`src/rtl/fifo_rd_stream_pkg.sv`:
```
// fifo_rd_stream_pkg: occupancy state encoding and parameter defaults for fifo_rd_stream.
package fifo_rd_stream_pkg;
    typedef enum logic [1:0] {
        EMPTY = 2'd0,
        ONE   = 2'd1,
        TWO   = 2'd2
    } occ_state_t;

    localparam int DSIZE_DEF = 32;
    localparam int CNTW_DEF  = 16;
endpackage

```
`src/rtl/fifo_rd_stream.sv`:
```
// fifo_rd_stream: pops async_fifo read port into a two-entry registered valid/ready stream.
// Define FIFO_RD_STREAM_CNT_EN to enable the accepted-transfer counter on m_count.
module fifo_rd_stream
    import fifo_rd_stream_pkg::*;
#(
    parameter int DSIZE = DSIZE_DEF,
    parameter int CNTW  = CNTW_DEF
) (
    input  logic             rclk,
    input  logic             rrst_n,
    input  logic             flush,
    input  logic             rempty,
    input  logic [DSIZE-1:0] rdata,
    output logic             rinc,
    output logic             m_valid,
    input  logic             m_ready,
    output logic [DSIZE-1:0] m_data,
    output logic [CNTW-1:0]  m_count
);
    occ_state_t       state_q, state_d;
    logic [DSIZE-1:0] main_q, main_d;
    logic [DSIZE-1:0] skid_q, skid_d;
    logic             push, pop;

    // rrst_n gates the pop so the FIFO is never drained while held in reset
    assign rinc    = rrst_n & ~rempty & ~flush & (state_q != TWO);
    assign m_valid = (state_q != EMPTY);
    assign m_data  = main_q;
    assign push    = rinc;
    assign pop     = m_valid & m_ready;

    always_comb begin
        state_d = state_q;
        main_d  = main_q;
        skid_d  = skid_q;
        case (state_q)
            EMPTY: begin
                if (push) begin
                    main_d  = rdata;
                    state_d = ONE;
                end
            end
            ONE: begin
                if (push && pop) begin
                    main_d = rdata;
                end else if (push) begin
                    skid_d  = rdata;
                    state_d = TWO;
                end else if (pop) begin
                    state_d = EMPTY;
                end
            end
            TWO: begin
                if (pop) begin
                    main_d  = skid_q;
                    state_d = ONE;
                end
            end
            default: state_d = EMPTY;
        endcase
        if (flush) state_d = EMPTY;
    end

    always_ff @(posedge rclk or negedge rrst_n) begin
        if (!rrst_n) begin
            state_q <= EMPTY;
            main_q  <= '0;
            skid_q  <= '0;
        end else begin
            state_q <= state_d;
            main_q  <= main_d;
            skid_q  <= skid_d;
        end
    end

`ifdef FIFO_RD_STREAM_CNT_EN
    logic [CNTW-1:0] cnt_q, cnt_d;

    always_comb cnt_d = cnt_q + CNTW'(pop);

    always_ff @(posedge rclk or negedge rrst_n) begin
        if (!rrst_n) cnt_q <= '0;
        else         cnt_q <= cnt_d;
    end

    assign m_count = cnt_q;
`else
    assign m_count = '0;
`endif
endmodule

```
`config.mk`:
```
export PLATFORM = sky130hd
export DESIGN_NAME = fifo_rd_stream
export DESIGN_NICKNAME = d
export VERILOG_FILES = /design/src/rtl/fifo_rd_stream_pkg.sv /design/src/rtl/fifo_rd_stream.sv
export SDC_FILE = /design/constraint.sdc
export NUM_CORES = 1
export LEC_CHECK = 0
export CAP_MARGIN = 20
export CORE_UTILIZATION = 50
export DETAILED_ROUTE_END_ITERATION = 8
export PLACE_DENSITY = 0.86
export SYNTH_ARGS = -nofsm -noshare
export SYNTH_HDL_FRONTEND = slang
export SYNTH_SLANG_ARGS = --single-unit
```
`constraint.sdc`:
```
create_clock -name rclk -period 3.9 [get_ports rclk]
set_input_delay 0.78 -clock rclk [delete_from_list [all_inputs] [get_ports rclk]]
set_output_delay 0.78 -clock rclk [all_outputs]
set_load 0.05 [all_outputs]
```
==> impl_metrics.sql <==
INSERT INTO impl_metrics (metric_group, metric, value, unit) VALUES
('floorplanning', 'ioPinCount', '87', ''),
('setup_path', 'reg2regPathDepth', '4', ''),
('synth', 'synth_seq_area_share', '0.532', ''),
('setup_path', 'timing.critical_path.required', '4100', 'ps'),
('floorplanning', 'start_util', '0.521', ''),
('cts', 'clock_tree.htree_level_count', '3', ''),
('sta', 'setup-violations-final', '0', ''),
('setup_path', 'path_class', 'in -> reg', ''),
('synth', 'postSynthAreaPerCell', '12.8', 'sq um'),
('cells_and_area', 'post_route_cells_drive_above_1_share', '0.183', ''),
('place', 'detailedPlacementHpwl', '3.90', 'mm'),
('routing', 'drt_wl_total', '5.90', 'mm'),
('cts', 'clock_latency', '320', 'ps'),
('cts', 'clk_pin_slew', '60', 'ps'),
('floorplanning', 'floorplan.die_area', '6520', 'sq um'),
('setup_path', 'critical-path-max-stage-delay', '720', 'ps'),
('grt', 'grt_pass1_wl', '9.36', 'mm'),
('routing', 'routedWlPerCell', '15.1', 'um'),
('setup_path', 'reg2reg_capture_point', 'skid_q[17]', ''),
('sta', 'grt_setup_unrepaired', 'no', ''),
('job', 'drv_cap', '0', ''),
('sta', 'finalHoldWorstSlack', '513', 'ps'),
('grt', 'globalRoute.totalOverflow', '0', ''),
('setup_path', 'worst_path_fanout_max', '19', ''),
('grt', 'pin_count_of_the_biggest_net_entering_global_routing', '68', ''),
('place', 'port_buffers', '70', ''),
('cts', 'cts_tree', 'built', ''),
('setup_path', 'r2r-start', 'state_q[0]', ''),
('sta', 'timing.slew.headroom', '0.443', ''),
('cells_and_area', 'filler_cell_count', '449', ''),
('setup_path', 'critPathLaunchType', 'input port', ''),
('synth', 'synth.cell_area', '3100', 'sq um'),
('worst_hold_path', 'hold_class', 'reg -> reg', ''),
('cells_and_area', 'antennaDiodeCount', '0', ''),
('grt', 'grt_use_total', '0.192', ''),
('grt', 'grt_antenna_before_repair', '0', ''),
('routing', 'firstDrtPassIters', '4', ''),
('sta', 'tightestPinTransition', '835', 'ps'),
('setup_path', 'r2r_setup_slack', '1650', 'ps'),
('status', 'status', 'finished clean', ''),
('worst_hold_path', 'worstHoldPathCells', '1', ''),
('setup_path', 'crit_slowest_cell', 'or3b_2', ''),
('sta', 'report.final.hold_viol_count', '0', ''),
('cts', 'clkSinkCount', '66', ''),
('setup_path', 'worst-path-buf-inv', '2', ''),
('sta', 'timing.setup.tns', '0', 'ps'),
('cts', 'post_cts_hold_buffer_count', '0', ''),
('cells_and_area', 'finish.net_count', '349', ''),
('cts', 'cts_setup_buffers', '0', ''),
('cells_and_area', 'layout_area_overhead', '27.5', '%'),
('routing', 'drt_iter0_drc', '87', ''),
('floorplanning', 'die_h', '80.8', 'um'),
('cts', 'cts_made_buffers', '9', ''),
('setup_path', 'critPathTopFamily', 'simple AND/OR/NAND/NOR gates', ''),
('synth', 'synth_warnings', '0', ''),
('setup_path', 'cp_cell_instances', 'clkdlybuf4s50_1, or3b_4, or3b_2, buf_12, mux2_4', ''),
('cts', 'cts_resized', '0', ''),
('sta', 'share_of_the_clock_period_used_by_the_worst_path_after_layout', '0.703', ''),
('routing', 'drc_errors', '0', ''),
('worst_hold_path', 'hp-start', 'skid_q[7]', ''),
('sta', 'clock_skew', '9.53', 'ps'),
('pwr', 'power-per-cell-area', '548', 'nW/um^2'),
('setup_path', 'critPathArrivalTime', '2950', 'ps'),
('pwr', 'static-leakage-power', '0.00177', 'uW'),
('routing', 'vias', '1977', ''),
('floorplanning', 'row_count', '28', ''),
('floorplanning', 'design.core.area', '5960', 'sq um'),
('synth', 'synthesis.instances', '242', ''),
('sta', 'slew_violations', '0', ''),
('floorplanning', 'die_x', '80.8', 'um'),
('synth', 'synth_cell_types', '21', ''),
('pwr', 'power.ir.vdd_worst', '0.000349', 'V'),
('setup_path', 'startpoint', 'flush', ''),
('grt', 'grt_pass1_vias', '1905', ''),
('worst_hold_path', 'hold-path-endpoint', 'skid_q[7]', ''),
('setup_path', 'worst_setup_path_end_kind', 'flip-flop', ''),
('cts', 'clk_path_buf_depth', '2', ''),
('sta', 'finalWorstPathRequiredPeriod', '2740', 'ps'),
('cts', 'cts-root-buf', 'clkbuf_8', ''),
('synth', 'ys_seq_elements', '66', ''),
('routing', 'route.antenna.remaining_nets', '0', ''),
('sta', 'f_max', '364', 'MHz'),
('place', 'gpl.final_weighted_congestion', '0.725', ''),
('routing', 'via_density_per_instance', '5.04', '');
==> how the worst max path moves through the flow <==
stage / to / slack (ps) / depth (start not counted)
5_1_grt: skid_q[27] / 1110 / 5
3_5_place_dp: skid_q[17] / 810 / 5
3_3_place_gp: skid_q[13] / 790 / 4
4_1_cts: rinc / 1160 / 4
6_report: skid_q[17] / 1160 / 5
2_1_floorplan: rinc / 1280 / 2
==> where the power goes <==
| part | internal, uW | switching, uW |
|---|---|---|
| logic | 280 | 418 |
| registers | 821 | 80.0 |
| clock network | 331 | 240 |
==> worst register-to-register path, cell delays in order (launching register included) <==
cell and delay (ps):
dfrtp_1 450, nor2b_1 350, or3b_2 740, buf_12 280, mux2_4 310
==> layout make-up <==
cell class | count | area (sq um) | area share
flip-flops and latches | 66 | 1650 | 0.417
clock buffers | 14 | 163 | 0.0411
clock inverters | 2 | 35.0 | 0.00886
multi-input cells | 160 | 1270 | 0.321
well taps | 75 | 93.8 | 0.0237
repair buffers | 75 | 743 | 0.188
==> sequential cells by signal, summed over array words and instances, names as in the netlist <==
register  flops
m_data       32
skid_q       32
state_q       2
==> through the flow <==
step / instance area [sq um] / cells / total power [uW] / setup slack, ps / utilization
after floorplan: 3160 / 257 / 1380 / 1280 / -
final: 3960 / 392 / 2170 / 1160 / 0.664
after global placement: 3740 / 375 / 1590 / 789 / 0.628
after global routing: 3960 / 392 / 2260 / 1110 / 0.664
after detailed placement: 3760 / 376 / 1610 / 814 / 0.631
after CTS: 3960 / 392 / 2190 / 1160 / 0.664
==> layer usage <==
layer,GRT usage,part of all wire,routed length (um),vias up
met5,0,0,0,-
met2,0.293,0.48,2810,62
met4,0.0696,0.0075,44,0
met3,0.0371,0.041,242,6
met1,0.274,0.48,2800,970
li1,-,-,-,939
==> Yosys cell counts <==
cell type,count,area share
a21oi_1,33,0.053
and2b_2,1,0.0028
buf_12,3,0.019
buf_2,7,0.011
buf_4,17,0.041
buf_6,1,0.0036
clkbuf_1,3,0.0036
conb_1,1,0.0012
dfrtp_1,66,0.53
mux2_2,2,0.0073
mux2_4,30,0.15
mux2i_1,34,0.11
nand3b_1,1,0.0024
nor2_1,34,0.041
nor2b_1,3,0.0060
nor3_1,1,0.0016
o22a_1,1,0.0028
o31ai_4,1,0.0069
or2_2,1,0.0020
or3b_1,1,0.0028
or3b_4,1,0.0036
==> logic make-up after synthesis <==
family,share of synthesized area
DFF,0.532
and+or+nand+nor,0.0625
other,0.00121
buffers and inverters,0.0790
AOI/OAI and AO/OA,0.0629
muxes,0.262
==> placed cells by master (no fill, tap or decap), drive strengths merged <==
cell type,n
o22a,1
nand3b,1
a21oi,33
nor2b,3
mux2i,34
mux2,32
bufinv,1
clkinv,1
or2,1
nor2,34
o31ai,1
conb,16
clkdlybuf4s50,68
and2b,1
clkbuf,14
nor3,1
buf,7
dfrtp,66
or3b,2
No activity file was read; power rests on OpenSTA's default activity.
